**src/rtl/terrain_pkg.sv**
```systemverilog
// Shared constants, types and the code-to-height mapping for the scrolling terrain.
package terrain_pkg;

   localparam int SEG_W     = 16;
   localparam int BUF_DEPTH = 64;
   localparam int GEN_AHEAD = 41;
   localparam int STICK_X   = 160;
   localparam int PIT_Y     = 480;
   localparam int SCREEN_W  = 640;
   localparam int SCREEN_H  = 480;

   localparam logic [15:0] LFSR_SEED = 16'hACE1;

   // 3-bit segment code: 0 is a pit, 1..5 are solid heights (higher code = taller ground)
   typedef logic [2:0] code_t;

   localparam code_t CODE_PIT = 3'd0;
   localparam code_t CODE_MIN = 3'd1;
   localparam code_t CODE_MAX = 3'd5;

   // Generator action selected by the two low LFSR bits
   typedef enum logic [1:0] {
      GEN_DOWN = 2'd0,
      GEN_UP   = 2'd1,
      GEN_FLAT = 2'd2,
      GEN_PIT  = 2'd3
   } gen_op_e;

   // Screen row of the ground surface for a segment code; a pit sits below the visible area
   function automatic logic [9:0] code_height(code_t c);
      if (c == CODE_PIT) begin
         return 10'(PIT_Y);
      end
      return 10'(448 - 24 * int'(c));
   endfunction

endpackage

```
**src/rtl/lfsr16.sv**
```systemverilog
// 16-bit Fibonacci LFSR, polynomial x^16+x^14+x^13+x^11+1, right-shifting form:
// the feedback of bits 0,2,3,5 enters at bit 15. Steps only when advance is high.
module lfsr16
   import terrain_pkg::*;
(
   input  logic        Clk,
   input  logic        Reset,
   input  logic        advance,
   output logic [15:0] value
);

   logic [15:0] value_q;
   logic [15:0] value_d;
   logic        feedback;

   // Next LFSR value: shift once when asked, otherwise hold
   always_comb begin
      feedback = value_q[0] ^ value_q[2] ^ value_q[3] ^ value_q[5];
      value_d  = value_q;
      if (advance) begin
         value_d = {feedback, value_q[15:1]};
      end
   end

   // State register, reloaded with the seed on reset
   always_ff @(posedge Clk) begin
      if (Reset) begin
         value_q <= LFSR_SEED;
      end else begin
         value_q <= value_d;
      end
   end

   assign value = value_q;

endmodule

```
**src/rtl/terrain_gen.sv**
```systemverilog
// Side-scrolling terrain: a circular buffer of 16-px segment codes scrolled by
// speed pixels per frame, with new segments generated off-screen on the right.
// Provides the ground height under the stickman column and a per-pixel terrain flag.
module terrain_gen
   import terrain_pkg::*;
(
   input  logic        Clk,
   input  logic        Reset,
   input  logic        frame_clk,
   input  logic        enable,
   input  logic [2:0]  speed,
   input  logic [9:0]  DrawX,
   input  logic [9:0]  DrawY,
   output logic [9:0]  GroundY,
   output logic        is_ground,
   output logic [15:0] distance
);

   logic        frame_q,      frame_d;
   code_t       code_q [BUF_DEPTH];
   code_t       code_d [BUF_DEPTH];
   logic [5:0]  head_q,       head_d;
   logic [3:0]  offset_q,     offset_d;
   code_t       last_solid_q, last_solid_d;
   logic [1:0]  pit_run_q,    pit_run_d;
   logic [15:0] distance_q,   distance_d;
   logic [9:0]  ground_y_q,   ground_y_d;
   logic        is_ground_q,  is_ground_d;

   logic        frame_tick;
   logic [4:0]  offset_sum;
   logic        seg_adv;
   logic [15:0] lfsr_value;
   logic        lfsr_unused;
   gen_op_e     gen_op;
   code_t       gen_code;
   logic [5:0]  wr_idx;
   logic [5:0]  stick_idx;
   logic [5:0]  pix_idx;
   code_t       pix_code;
   logic [9:0]  pix_h;

   lfsr16 u_lfsr (
      .Clk     (Clk),
      .Reset   (Reset),
      .advance (seg_adv),
      .value   (lfsr_value)
   );

   // Only the two low bits pick the generator action; the rest are pure LFSR state
   assign lfsr_unused = ^lfsr_value[15:2];

   // Frame edge detect, scroll arithmetic and next-segment code selection
   always_comb begin
      frame_d    = frame_clk;
      frame_tick = frame_clk & ~frame_q;
      offset_sum = {1'b0, offset_q} + {2'b00, speed};
      // speed <= 7 keeps offset_sum below 32, so bit 4 alone flags a segment crossing
      seg_adv    = frame_tick & enable & offset_sum[4];
      gen_op     = gen_op_e'(lfsr_value[1:0]);
      wr_idx     = head_q + 6'(GEN_AHEAD);

      case (gen_op)
         GEN_DOWN: gen_code = (last_solid_q > CODE_MIN) ? last_solid_q - 3'd1 : CODE_MIN;
         GEN_UP:   gen_code = (last_solid_q < CODE_MAX) ? last_solid_q + 3'd1 : CODE_MAX;
         GEN_FLAT: gen_code = last_solid_q;
         default:  gen_code = (pit_run_q < 2'd2) ? CODE_PIT : last_solid_q;
      endcase
   end

   // Buffer write, head/offset advance and generator history on a segment crossing
   always_comb begin
      code_d       = code_q;
      head_d       = head_q;
      offset_d     = offset_q;
      last_solid_d = last_solid_q;
      pit_run_d    = pit_run_q;
      distance_d   = distance_q;

      if (frame_tick && enable) begin
         // Low four bits are offset_sum - 16 when crossing, offset_sum otherwise
         offset_d = offset_sum[3:0];
      end

      if (seg_adv) begin
         code_d[wr_idx] = gen_code;
         head_d         = head_q + 6'd1;
         if (gen_code == CODE_PIT) begin
            pit_run_d = pit_run_q + 2'd1;
         end else begin
            last_solid_d = gen_code;
            pit_run_d    = 2'd0;
         end
         if (distance_q != 16'hFFFF) begin
            distance_d = distance_q + 16'd1;
         end
      end
   end

   // Segment lookups for the stickman column and the current pixel
   always_comb begin
      stick_idx   = head_q + 6'((11'(STICK_X) + {7'b0, offset_q}) >> 4);
      pix_idx     = head_q + 6'(({1'b0, DrawX} + {7'b0, offset_q}) >> 4);
      pix_code    = code_q[pix_idx];
      pix_h       = code_height(pix_code);
      ground_y_d  = code_height(code_q[stick_idx]);
      is_ground_d = (DrawX < 10'(SCREEN_W)) && (DrawY < 10'(SCREEN_H)) &&
                    (pix_code != CODE_PIT) && (DrawY >= pix_h);
   end

   // State and output registers; reset wins over any coincident frame edge
   always_ff @(posedge Clk) begin
      if (Reset) begin
         frame_q <= 1'b0;
         for (int i = 0; i < BUF_DEPTH; i++) begin
            code_q[i] <= CODE_MIN;
         end
         head_q       <= 6'd0;
         offset_q     <= 4'd0;
         last_solid_q <= CODE_MIN;
         pit_run_q    <= 2'd0;
         distance_q   <= 16'd0;
         ground_y_q   <= code_height(CODE_MIN);
         is_ground_q  <= 1'b0;
      end else begin
         frame_q      <= frame_d;
         code_q       <= code_d;
         head_q       <= head_d;
         offset_q     <= offset_d;
         last_solid_q <= last_solid_d;
         pit_run_q    <= pit_run_d;
         distance_q   <= distance_d;
         ground_y_q   <= ground_y_d;
         is_ground_q  <= is_ground_d;
      end
   end

   assign GroundY   = ground_y_q;
   assign is_ground = is_ground_q;
   assign distance  = distance_q;

endmodule

```
**config.mk**
```make
export PLATFORM = sky130hd
export DESIGN_NAME = terrain_gen
export DESIGN_NICKNAME = d
export VERILOG_FILES = /design/src/rtl/terrain_pkg.sv /design/src/rtl/lfsr16.sv /design/src/rtl/terrain_gen.sv
export SDC_FILE = /design/constraint.sdc
export NUM_CORES = 1
export LEC_CHECK = 0
export ABC_AREA = 1
export CORE_ASPECT_RATIO = 1.5
export CORE_UTILIZATION = 43
export CTS_CLUSTER_SIZE = 12
export DETAILED_ROUTE_END_ITERATION = 7
export DONT_BUFFER_PORTS = 1
export PLACE_DENSITY = 0.55
export SLEW_MARGIN = 20
export SYNTH_ARGS = -nofsm -noshare
export SYNTH_HDL_FRONTEND = slang
export SYNTH_HIERARCHICAL = 1
export SYNTH_SLANG_ARGS = --single-unit
```
**constraint.sdc**
```tcl
create_clock -name Clk -period 7.6 [get_ports Clk]
set_input_delay 1.14 -clock Clk [delete_from_list [all_inputs] [get_ports Clk]]
set_output_delay 1.14 -clock Clk [all_outputs]
set_load 0.02 [all_outputs]
```
==> out/metrics.cfg, run 1 <==
[yosys]
yosys.area.top_type=dfxtp_1
ys_types=39
synth_edf_count=0
synth_common_cells=363 x nand2_1, 307 x o21ai_0, 268 x a21oi_1
synth_area_per_cell_um2=6.42
synth-seq-cells=247
syn_area_um2=14100
synth_most_common_cell=nand2_1
netlist_top_cells_area=dfxtp_1 35%, o21ai_0 11%, nand2_1 9.7%
yosysSeqAreaShare_pct=35.1
async_flop_share_pct=0
synthFlopType=dfxtp_1
synthCells=2195
synth_top_area_share_pct=35.1
yosysWarnings=6

[place]
dp_cells=2494
port_buffers=0
hpwlAfterDp_mm=31.3
place_ws_ns=1.20
gp_congestion=0.913

[clock_network]
cts_hold_buffers=0
worstSkewPairLatency_ns=0.57
cts.clk_slew.worst_paths_ns=0.06
cts.htree.levels=1
root_buffer=clkbuf_16
cts_setup_buffers=0
cts_made_buffers=27
cts_tree=built
cts_sinks=247
clockBufferDepth=3
cts_resized=0

[sta]
finalWorstSetupSlack_ns=1.75
tightest_slew_ns=1.15
fmax_mhz=171
grt_setup_unrepaired=no
hold_ws_ns=0.460
setup_violations=0
hold_viol_final=0
slew_headroom_pct=23.0
setup_tns_ns=0
timing.clock.skew_ns=0.0173
fin_crit_sh_pct=77.0
drv_slew=0
finalCriticalPeriod_ns=5.85

[worst_setup_path]
crit_required_ns=8.06
endpoint_kind=flop
cp_common_cell=nand2_1
path_class=in -> reg
cp_slowest_cell=ha_4
cp-start-kind=input port
crit_path_max_fanout=51
cp.arrival_ns=6.32
slowest_delay_ns=0.60

[cells_and_area]
nFillCells=3409
multi_input_area_um2=7840
layout-drive-gt1-share_pct=6.06
nets=2174
fin_cells=2540
regArea_um2=4950
syn_to_final_growth_pct=7.42

[global_routing]
grt_max_degree=107
grt_overflow=0
grt_pass1_vias=13200
grt_usage_pct=29.4
grt_pass1_wl_mm=76.4
antenna_found_initial=1

[routing]
vias=14400
route.detailed.drc=0
wl_per_cell_um=19.3
firstDrtPassIters=5
ant_nets=0
wl_mm=49.0
via_per_inst=5.68
drtIter0Drc=1136

[power_and_ir_drop]
pwr-share-clk_pct=46.1
seqPwrFrac_pct=44.6
p_comb_share_pct=9.3
p_sw_share_pct=25.7
power_density_nw_per_um2=192
ir_drop_v=0.000184
p_leak_uw=0.00629
intPower_uw=2170
switching_power_uw=749
finalPower_uw=2920

[floorplanning]
pin_count=54
die_y_um=224
std_cell_rows=80
start_util_pct=44.0
core_area_um2=32000
die_w_um=150
dieArea_um2=33500

[worst_hold_path]
hold_class=reg -> reg

[run]
cap_violations=0

[run_status]
outcome=completed

## final timing paths
path / start / to / slack, ns / depth (start not counted)
worst max-delay path: DrawX[2] / is_ground / 1.75 / 29
worst min-delay path: u_lfsr/value[8] / u_lfsr/value[7] / 0.46 / 2
worst max register to register: offset_q[2] / is_ground / 1.94 / 29
worst min register to register: u_lfsr/value[8] / u_lfsr/value[7] / 0.46 / 2
## power by group through the flow
stage / Combinational, uW / Sequential [uW] / Clock (uW)
CTS: 266 / 1300 / 1370
floorplan: 205 / 1330 / 0
finish: 270 / 1300 / 1350
global route: 301 / 1300 / 1410
detailed placement: 266 / 1330 / 0
global placement: 263 / 1330 / 0
## sequential cells by signal (all words and copies together), names as in the netlist
signal        cells
frame_q           1
code_q          192
GroundY           6
last_solid_q      3
u_lfsr/value     16
pit_run_q         2
is_ground         1
offset_q          4
distance         16
head_q            6
## metrics by stage
stage          utilization (%)  area, um2
5_1_grt                   47.3      15100
3_3_place_gp              44.5      14300
3_5_place_dp              44.5      14300
2_1_floorplan                -      14100
4_1_cts                   47.3      15100
6_report                  47.3      15100
## cell usage in the layout (no fill, tap or decap), types with 16 or more instances in the layout
master,count
o21ai_0,307
inv_1,187
o21ai_1,21
xor2_1,16
nand3_1,251
nor3_1,26
nand2_1,363
a21oi_1,268
ha_1,29
clkbuf_16,27
nor2_2,32
nor2_1,232
inv_2,21
buf_4,20
dfxtp_1,245
## area by class of cell
class                      count  share of cell area (%)
tap                          410                    3.39
clock buffer                  38                    5.20
sequential                   247                    32.7
timing repair buffer          21                    1.12
inverter                     211                    5.25
clock inverter                 7                   0.611
antenna                        1                  0.0165
multi-input combinational   1605                    51.8
## critical path, delay by kind of cell
family,cells,cell delay (ns)
and+or+nand+nor,10,1.22
adders and majority gates,5,1.88
buffers and inverters,5,0.85
AOI/OAI and AO/OA,9,1.17
## logic make-up (layout without fill, tap and decap cells)
logic type      count (synthesis)  count (layout)  share of synthesized area, %
compound gates                625             625                          22.8
buf+inv                       346             277                          9.70
simple gates                  925             925                          28.1
fa+ha+maj                      34              34                          3.23
other cells                     1               5                        0.0266
flops                         247             247                          35.1
xor+xnor                       17              17                          1.06
## metal layers
metal / wire length (um) / track usage [%]
met1: 20400 / 37.3
met2: 23500 / 49.7
met3: 3000 / 3.44
met4: 2120 / 12.8
met5: 0 / 0
Note: power is estimated with default switching activity, not from simulation.
==> run 2: changes to the inputs <==
Settings changed: ABC_AREA 1 to 0, PLACE_DENSITY 0.55 to 0.57.
Clock period 7.6 ns to 5.1 ns, I/O delays scaled along.
==> run 2 against run 1 <==
Compared with the run above: the flow now finishes with violations (negative setup slack); core utilization increased by 3.0 points; critical endpoint unchanged; setup slack lost 2.7 ns; clock power up 44%; critical path type is now reg -> reg.
==> out/metrics.cfg, run 2 <==
[sta]
timing.clock.skew_ns=0.0304  ; +0.0131 ns
finalWorstSetupSlack_ns=-0.967  ; -2.71 ns
hold_viol_final=0  ; unchanged
fmax_mhz=165
fin_crit_sh_pct=119
hold_ws_ns=0.267  ; -0.193 ns
grt_setup_unrepaired=yes
finalCriticalPeriod_ns=6.07
setup_violations=1  ; +1
drv_slew=0  ; unchanged
tightest_slew_ns=1.11  ; -0.0474 ns
slew_headroom_pct=26.1  ; +3.1 points

[power_and_ir_drop]
seqPwrFrac_pct=47.6  ; +3.0 points
intPower_uw=3170  ; +46%
p_leak_uw=0.00556  ; -12%
p_sw_share_pct=21.9  ; -3.8 points
pwr-share-clk_pct=48.1  ; +2.0 points
switching_power_uw=890  ; +19%
p_comb_share_pct=4.3  ; -5.0 points
ir_drop_v=0.000251  ; +37%
power_density_nw_per_um2=265  ; +38%

[floorplanning]
start_util_pct=44.0  ; -0.064 points
dieArea_um2=31900  ; -5.0%
die_y_um=218  ; -2.5%
core_area_um2=30400  ; -4.9%
pin_count=54  ; unchanged
die_w_um=146  ; -2.5%
std_cell_rows=78  ; -2.5%

[routing]
wl_mm=38.6  ; -21%
firstDrtPassIters=5  ; unchanged
route.detailed.drc=0  ; unchanged
drtIter0Drc=785  ; -31%
ant_nets=0  ; unchanged
wl_per_cell_um=21.0  ; +9.1%
vias=10700  ; -26%
via_per_inst=5.82  ; +2.5%

[cells_and_area]
regMostFlops=code_q
final_common_cell=dfxtp_1
multi_input_area_um2=8140  ; +3.8%
regArea_um2=4950  ; about the same
final_cell_mix=244 x dfxtp_1, 223 x nor2_1, 189 x nand2_1
layout-drive-gt1-share_pct=18.7  ; +13 points
nets=1481  ; -32%
diodes=0  ; -1
largest_reg_flops=192  ; unchanged
nFillCells=2829  ; -17%
fin_cells=1836  ; -28%
syn_to_final_growth_pct=14.3

[worst_setup_path]
critPathLaunch=offset_q[3]
crit_path_max_fanout=6  ; -88%
crit_end=is_ground
r2r_end=is_ground
rr_startpoint=offset_q[3]
cp-start-kind=flop
endpoint_kind=flop
r2r_slack_ns=-0.97  ; -2.91 ns
reg2reg_depth=25  ; -14%
crit_required_ns=5.56  ; -2.50 ns
cp.arrival_ns=6.53  ; +0.21 ns
path_class=reg -> reg

[yosys]
yosys.area.top_type=dfxtp_1
netlist_top_cells_area=dfxtp_1 37%, mux4_2 17%, mux2i_1 7.6%
synthFlopType=dfxtp_1
syn_area_um2=13400  ; -5.1%
synth_mux_area_share_pct=27.3  ; +27 points
yosysWarnings=6  ; unchanged
synth_common_cells=247 x dfxtp_1, 225 x nor2_1, 189 x nand2_1
synth_edf_count=0  ; unchanged
synthCells=1387  ; -37%
synth_top_area_share_pct=36.9  ; +1.9 points
synth_most_common_cell=dfxtp_1
synth_area_per_cell_um2=9.65  ; +50%
yosysSeqAreaShare_pct=36.9  ; +1.9 points
synth-simple-area-share_pct=15.3  ; -13 points
synth_top_family_by_area=multiplexers
async_flop_share_pct=0  ; unchanged
ys_types=56  ; +44%
synth-seq-cells=247  ; unchanged
synthAdderAreaFrac_pct=3.40  ; +0.17 points
synth-xor-area-share_pct=2.80  ; +1.7 points
synth-compound-area-share_pct=10.6  ; -12 points

[clock_network]
cts_sinks=247  ; unchanged
worstSkewPairLatency_ns=0.57  ; about the same
cts_tree=built
cts.htree.levels=1  ; unchanged
root_buffer=clkbuf_16
cts_made_buffers=26  ; -3.7%
clockBufferDepth=3  ; unchanged
cts.clk_slew.worst_paths_ns=0.07  ; about the same

[global_routing]
grt_overflow=0  ; unchanged
grt_pass1_wl_mm=61.0  ; -20%
grt_pass1_vias=10400  ; -21%
antenna_found_initial=0  ; -1
grt_max_degree=178  ; +66%
grt_usage_pct=24.8  ; -4.6 points

[place]
port_buffers=0  ; unchanged
dp_cells=1789  ; -28%
gp_congestion=0.853  ; -6.6%
hpwlAfterDp_mm=27.2  ; -13%

[run_status]
outcome=finished, violations left
violations=negative setup slack

[run]
cap_violations=0  ; unchanged

[worst_hold_path]
hold_class=in -> reg

-- run 2: cell types whose count changed after synthesis, sizes merged, moves of 34 or more --
cell | before | now
mux4 | 0 | 111
inv | 211 | 25
a211oi | 0 | 41
a21oi | 269 | 74
o21ai | 328 | 57
mux2i | 0 | 102
nand3 | 251 | 23
nor2 | 264 | 225
nand2 | 363 | 189
buf | 64 | 30
-- run 2: metrics by stage --
stage,worst slack [ns],cell area [um2],util (%),setup TNS [ns],total power (uW)
after detailed placement,-1.59,14400,47.2,-1.59,2150
after global placement,-1.49,14400,47.2,-1.49,2140
after global routing,-1.20,15300,50.3,-1.20,4170
after CTS,-0.959,15300,50.2,-0.959,4100
final,-0.967,15300,50.3,-0.967,4060
after floorplan,-1.43,13500,-,-1.43,2100
-- run 2: how the worst min path moves through the flow --
stage / start / cells after the start / slack, ns / endpoint
after floorplan: code_q[145] / 2 / 0.44 / code_q[145]
after global placement: code_q[92] / 2 / 0.45 / code_q[92]
after detailed placement: u_lfsr/value[6] / 2 / 0.46 / u_lfsr/value[6]
after CTS: Reset / 1 / 0.25 / offset_q[1]
after global routing: Reset / 1 / 0.26 / offset_q[1]
final: Reset / 1 / 0.27 / offset_q[1]
-- run 2: logic make-up after synthesis --
kind of cell               after synthesis
buffers and inverters                  114
AOI/OAI and AO/OA                      230
other                                    1
DFF                                    247
xor gates and xnor gates                42
and+or+nand+nor                        498
muxes                                  221
adders and majority gates               34
-- run 2: cell type report --
class                           instances  area share [%]
Inverter                               25           0.613
Clock buffer                           42            5.17
Clock inverter                          2           0.392
Tap cell                              400            3.27
Sequential cell                       247            32.3
Multi-Input combinational cell       1029            53.2
Timing Repair Buffer                   91            5.03
-- run 2: worst max-delay path: stages (launching register included) --
cell and delay, ns:
dfxtp_1 0.34, ha_4 0.28, nand2_1 0.05, o21ai_2 0.20
and2_4 0.19, nor2_2 0.05, ha_4 0.16, fa_2 0.59
buf_12 0.13, mux4_2 0.49, mux4_2 0.49, mux2_4 0.29
mux2_4 0.29, ha_4 0.17, fa_1 0.46, nor2_2 0.14
nand2b_1 0.08, o22ai_2 0.19, xnor2_1 0.16, mux2_4 0.33
ha_4 0.21, a21oi_2 0.11, nor2b_1 0.05, o21ai_1 0.15
a21oi_1 0.09, o221a_2 0.24
-- run 2: per-layer routing --
| layer | global-route usage [%] | wire [um] | vias to the layer above |
|---|---|---|---|
| met2 | 44.6 | 19700 | 352 |
| met1 | 28.8 | 15000 | 5167 |
| met3 | 3.39 | 2050 | 99 |
| met5 | 0 | 0 | - |
| li1 | - | - | 5065 |
| met4 | 12.2 | 1840 | 0 |
-- run 2: timing repair --
| item | in CTS | in global routing |
|---|---|---|
| resized for setup | 6 | 4 |
| gates cloned | 0 | 0 |
| buffers inserted | 3 | 0 |
| endpoints found under the hold margin | 0 | 0 |
| pin swaps | 13 | 1 |
| endpoints found under the setup margin | 1 | 2 |
| hold buffers | 0 | 0 |
-- run 2: power groups by stage --
stage | registers [uW] | clock network [uW] | logic [uW]
after CTS | 1930 | 1990 | 174
final | 1930 | 1950 | 174
after global routing | 1930 | 2050 | 187
after detailed placement | 1980 | 0 | 170
after floorplan | 1980 | 0 | 128
after global placement | 1980 | 0 | 167
==> run 3: changes to the inputs <==
Settings changed: CORE_UTILIZATION 43 to 55, PLACE_DENSITY 0.57 to 0.7.
==> run 3 against run 2 <==
Compared with the run above: the flow still finishes with violations (negative setup slack); largest cell class unchanged; total power is 7.2% lower; critical path type unchanged; global-route usage is 5.6 points higher; largest power group is now sequential cells; clock skew is 0.014 ns lower; register-to-register slack hardly changed; combinational power is 4% higher; routed wire length is 5.3% lower; via count is 2.6% higher; final cell count is 4.8% lower; critical path depth stayed put; clock-buffer cell count is 10 lower.
==> out/metrics.cfg, run 3 (same netlist as run 2, synthesis figures left out) <==
[run_status]
outcome=finished, violations left
violations=negative setup slack

[worst_hold_path]
hold_path_startpoint=Reset
holdPathStages=1  ; unchanged
hold_path_end=offset_q[0]
hold_class=in -> reg

[worst_setup_path]
reg2reg_depth=25  ; unchanged
crit_path_max_fanout=5  ; -1
cp-start-kind=flop
path_class=reg -> reg
crit_required_ns=5.52  ; -0.04 ns
endpoint_kind=flop
cp_slowest_cell=fa_2
rr_startpoint=offset_q[1]
r2r_end=is_ground
cp_common_cell=ha_4
slowest_delay_ns=0.58  ; about the same
r2r_slack_ns=-0.97  ; about the same
cp.arrival_ns=6.49  ; -0.04 ns

[sta]
fin_crit_sh_pct=119  ; about the same
fmax_mhz=165  ; about the same
slew_headroom_pct=33.8  ; +7.7 points
hold_viol_final=0  ; unchanged
tightest_slew_ns=0.986  ; -0.120 ns
finalCriticalPeriod_ns=6.07  ; +0.00172 ns
drv_slew=0  ; unchanged
grt_setup_unrepaired=yes
setup_violations=1  ; unchanged
finalWorstSetupSlack_ns=-0.969  ; -0.00172 ns
timing.clock.skew_ns=0.0160  ; -0.0144 ns

[global_routing]
grt_pass1_vias=10700  ; +2.9%
antenna_found_initial=0  ; unchanged
grt_usage_pct=30.4  ; +5.6 points
grt_max_degree=178  ; unchanged
grt_pass1_wl_mm=58.0  ; -5.0%
grt_overflow=0  ; unchanged

[floorplanning]
die_y_um=193  ; -11%
core_area_um2=23800  ; -22%
die_w_um=129  ; -11%
pin_count=54  ; unchanged
dieArea_um2=25000  ; -22%
std_cell_rows=69  ; -12%
start_util_pct=56.2  ; +12 points

[routing]
drtIter0Drc=999  ; +27%
ant_nets=0  ; unchanged
wl_per_cell_um=20.9  ; -0.51%
via_per_inst=6.27  ; +7.8%
vias=11000  ; +2.6%
route.detailed.drc=0  ; unchanged
firstDrtPassIters=5  ; unchanged
wl_mm=36.6  ; -5.3%

[place]
hpwlAfterDp_mm=25.2  ; -7.2%
port_buffers=0  ; unchanged
gp_congestion=0.905  ; +6.1%
placed_area_um2=14300  ; -0.48%

[run]
cap_violations=0  ; unchanged

[power_and_ir_drop]
p_leak_uw=0.00553  ; -0.60%
power_density_nw_per_um2=248  ; -6.3%
finalPower_uw=3760  ; -7.2%
ir_drop_v=0.000242  ; -3.5%

[cells_and_area]
nets=1481  ; unchanged
largest_reg_flops=192  ; unchanged
diodes=0  ; unchanged
regMostFlops=code_q
syn_to_final_growth_pct=13.2
regArea_um2=4950  ; about the same
nFillCells=1992  ; -30%
final_common_cell=dfxtp_1
fin_area_um2=15200  ; -0.97%
multi_input_area_um2=8190  ; +0.62%
final_cell_mix=243 x dfxtp_1, 223 x nor2_1, 189 x nand2_1
layout-drive-gt1-share_pct=18.9  ; +0.16 points

[clock_network]
cts_made_buffers=25  ; -3.8%
cts.clk_slew.worst_paths_ns=0.06  ; about the same
cts_hold_buffers=0  ; unchanged
cts.htree.levels=1  ; unchanged
worstSkewPairLatency_ns=0.53  ; -0.04 ns
root_buffer=clkbuf_16
cts_sinks=247  ; unchanged
clockBufferDepth=3  ; unchanged
cts_tree=built

## run 3: worst max-delay path by stage
stage / start / endpoint / slack, ns / cells after the start
after global routing: offset_q[1] / is_ground / -1.15 / 26
after global placement: DrawX[1] / is_ground / -1.49 / 25
after floorplan: DrawX[1] / is_ground / -1.43 / 27
after CTS: offset_q[1] / is_ground / -0.94 / 25
final: offset_q[1] / is_ground / -0.97 / 25
after detailed placement: DrawX[1] / is_ground / -1.63 / 25
## run 3: power by group
group	total (uW)	internal [uW]	leakage, uW	switching, uW
Sequential	1930	1930	0.00199	2.35
Combinational	181	92.0	0.00319	89.2
Clock	1650	901	0.000339	749
Total	3760	2920	0.00553	840
## run 3: final cells by class
type	instances	share of cell area, %
multi-input combinational	1029	54.0
timing repair buffer	92	5.54
clock inverter	4	0.157
tap	319	2.63
sequential	247	32.7
clock buffer	32	4.37
inverter	25	0.619
## run 3: timing repair
action / in CTS / in global routing
endpoints found under the setup margin: 1 / 1
pin swaps: 13 / 0
setup buffers: 3 / 0
hold endpoints to repair: 0 / 0
gates resized for setup: 18 / 2
## run 3: layer usage
metal / vias up / GRT usage (%) / routed length [um]
met4: 0 / 15.5 / 1960
met2: 478 / 52.9 / 18300
li1: 5051 / - / -
met1: 5309 / 36.4 / 13900
met5: - / 0 / 0
met3: 123 / 4.33 / 2470
## run 3: critical path: cells and delay by family, from the launching register on
kind,cells,cell delay (ns)
AND/OR/NAND/NOR,6,0.59
buffers and inverters,1,0.14
XOR/XNOR,1,0.15
flip-flops,1,0.33
adder cells (fa/ha/maj),6,1.84
AO/OA/AOI/OAI,6,1.03
multiplexers,5,1.89
## run 3: stage by stage
stage | setup slack (ns) | hold slack, ns | utilization [%] | instances | TNS (ns)
after global placement | -1.49 | 0.455 | 60.1 | 1708 | -1.49
after CTS | -0.942 | 0.308 | 63.5 | 1747 | -0.942
after global routing | -1.15 | 0.301 | 63.6 | 1748 | -1.15
after floorplan | -1.43 | 0.438 | - | 1390 | -1.43
after detailed placement | -1.63 | 0.459 | 60.1 | 1708 | -1.63
final | -0.969 | 0.316 | 63.6 | 1748 | -0.969
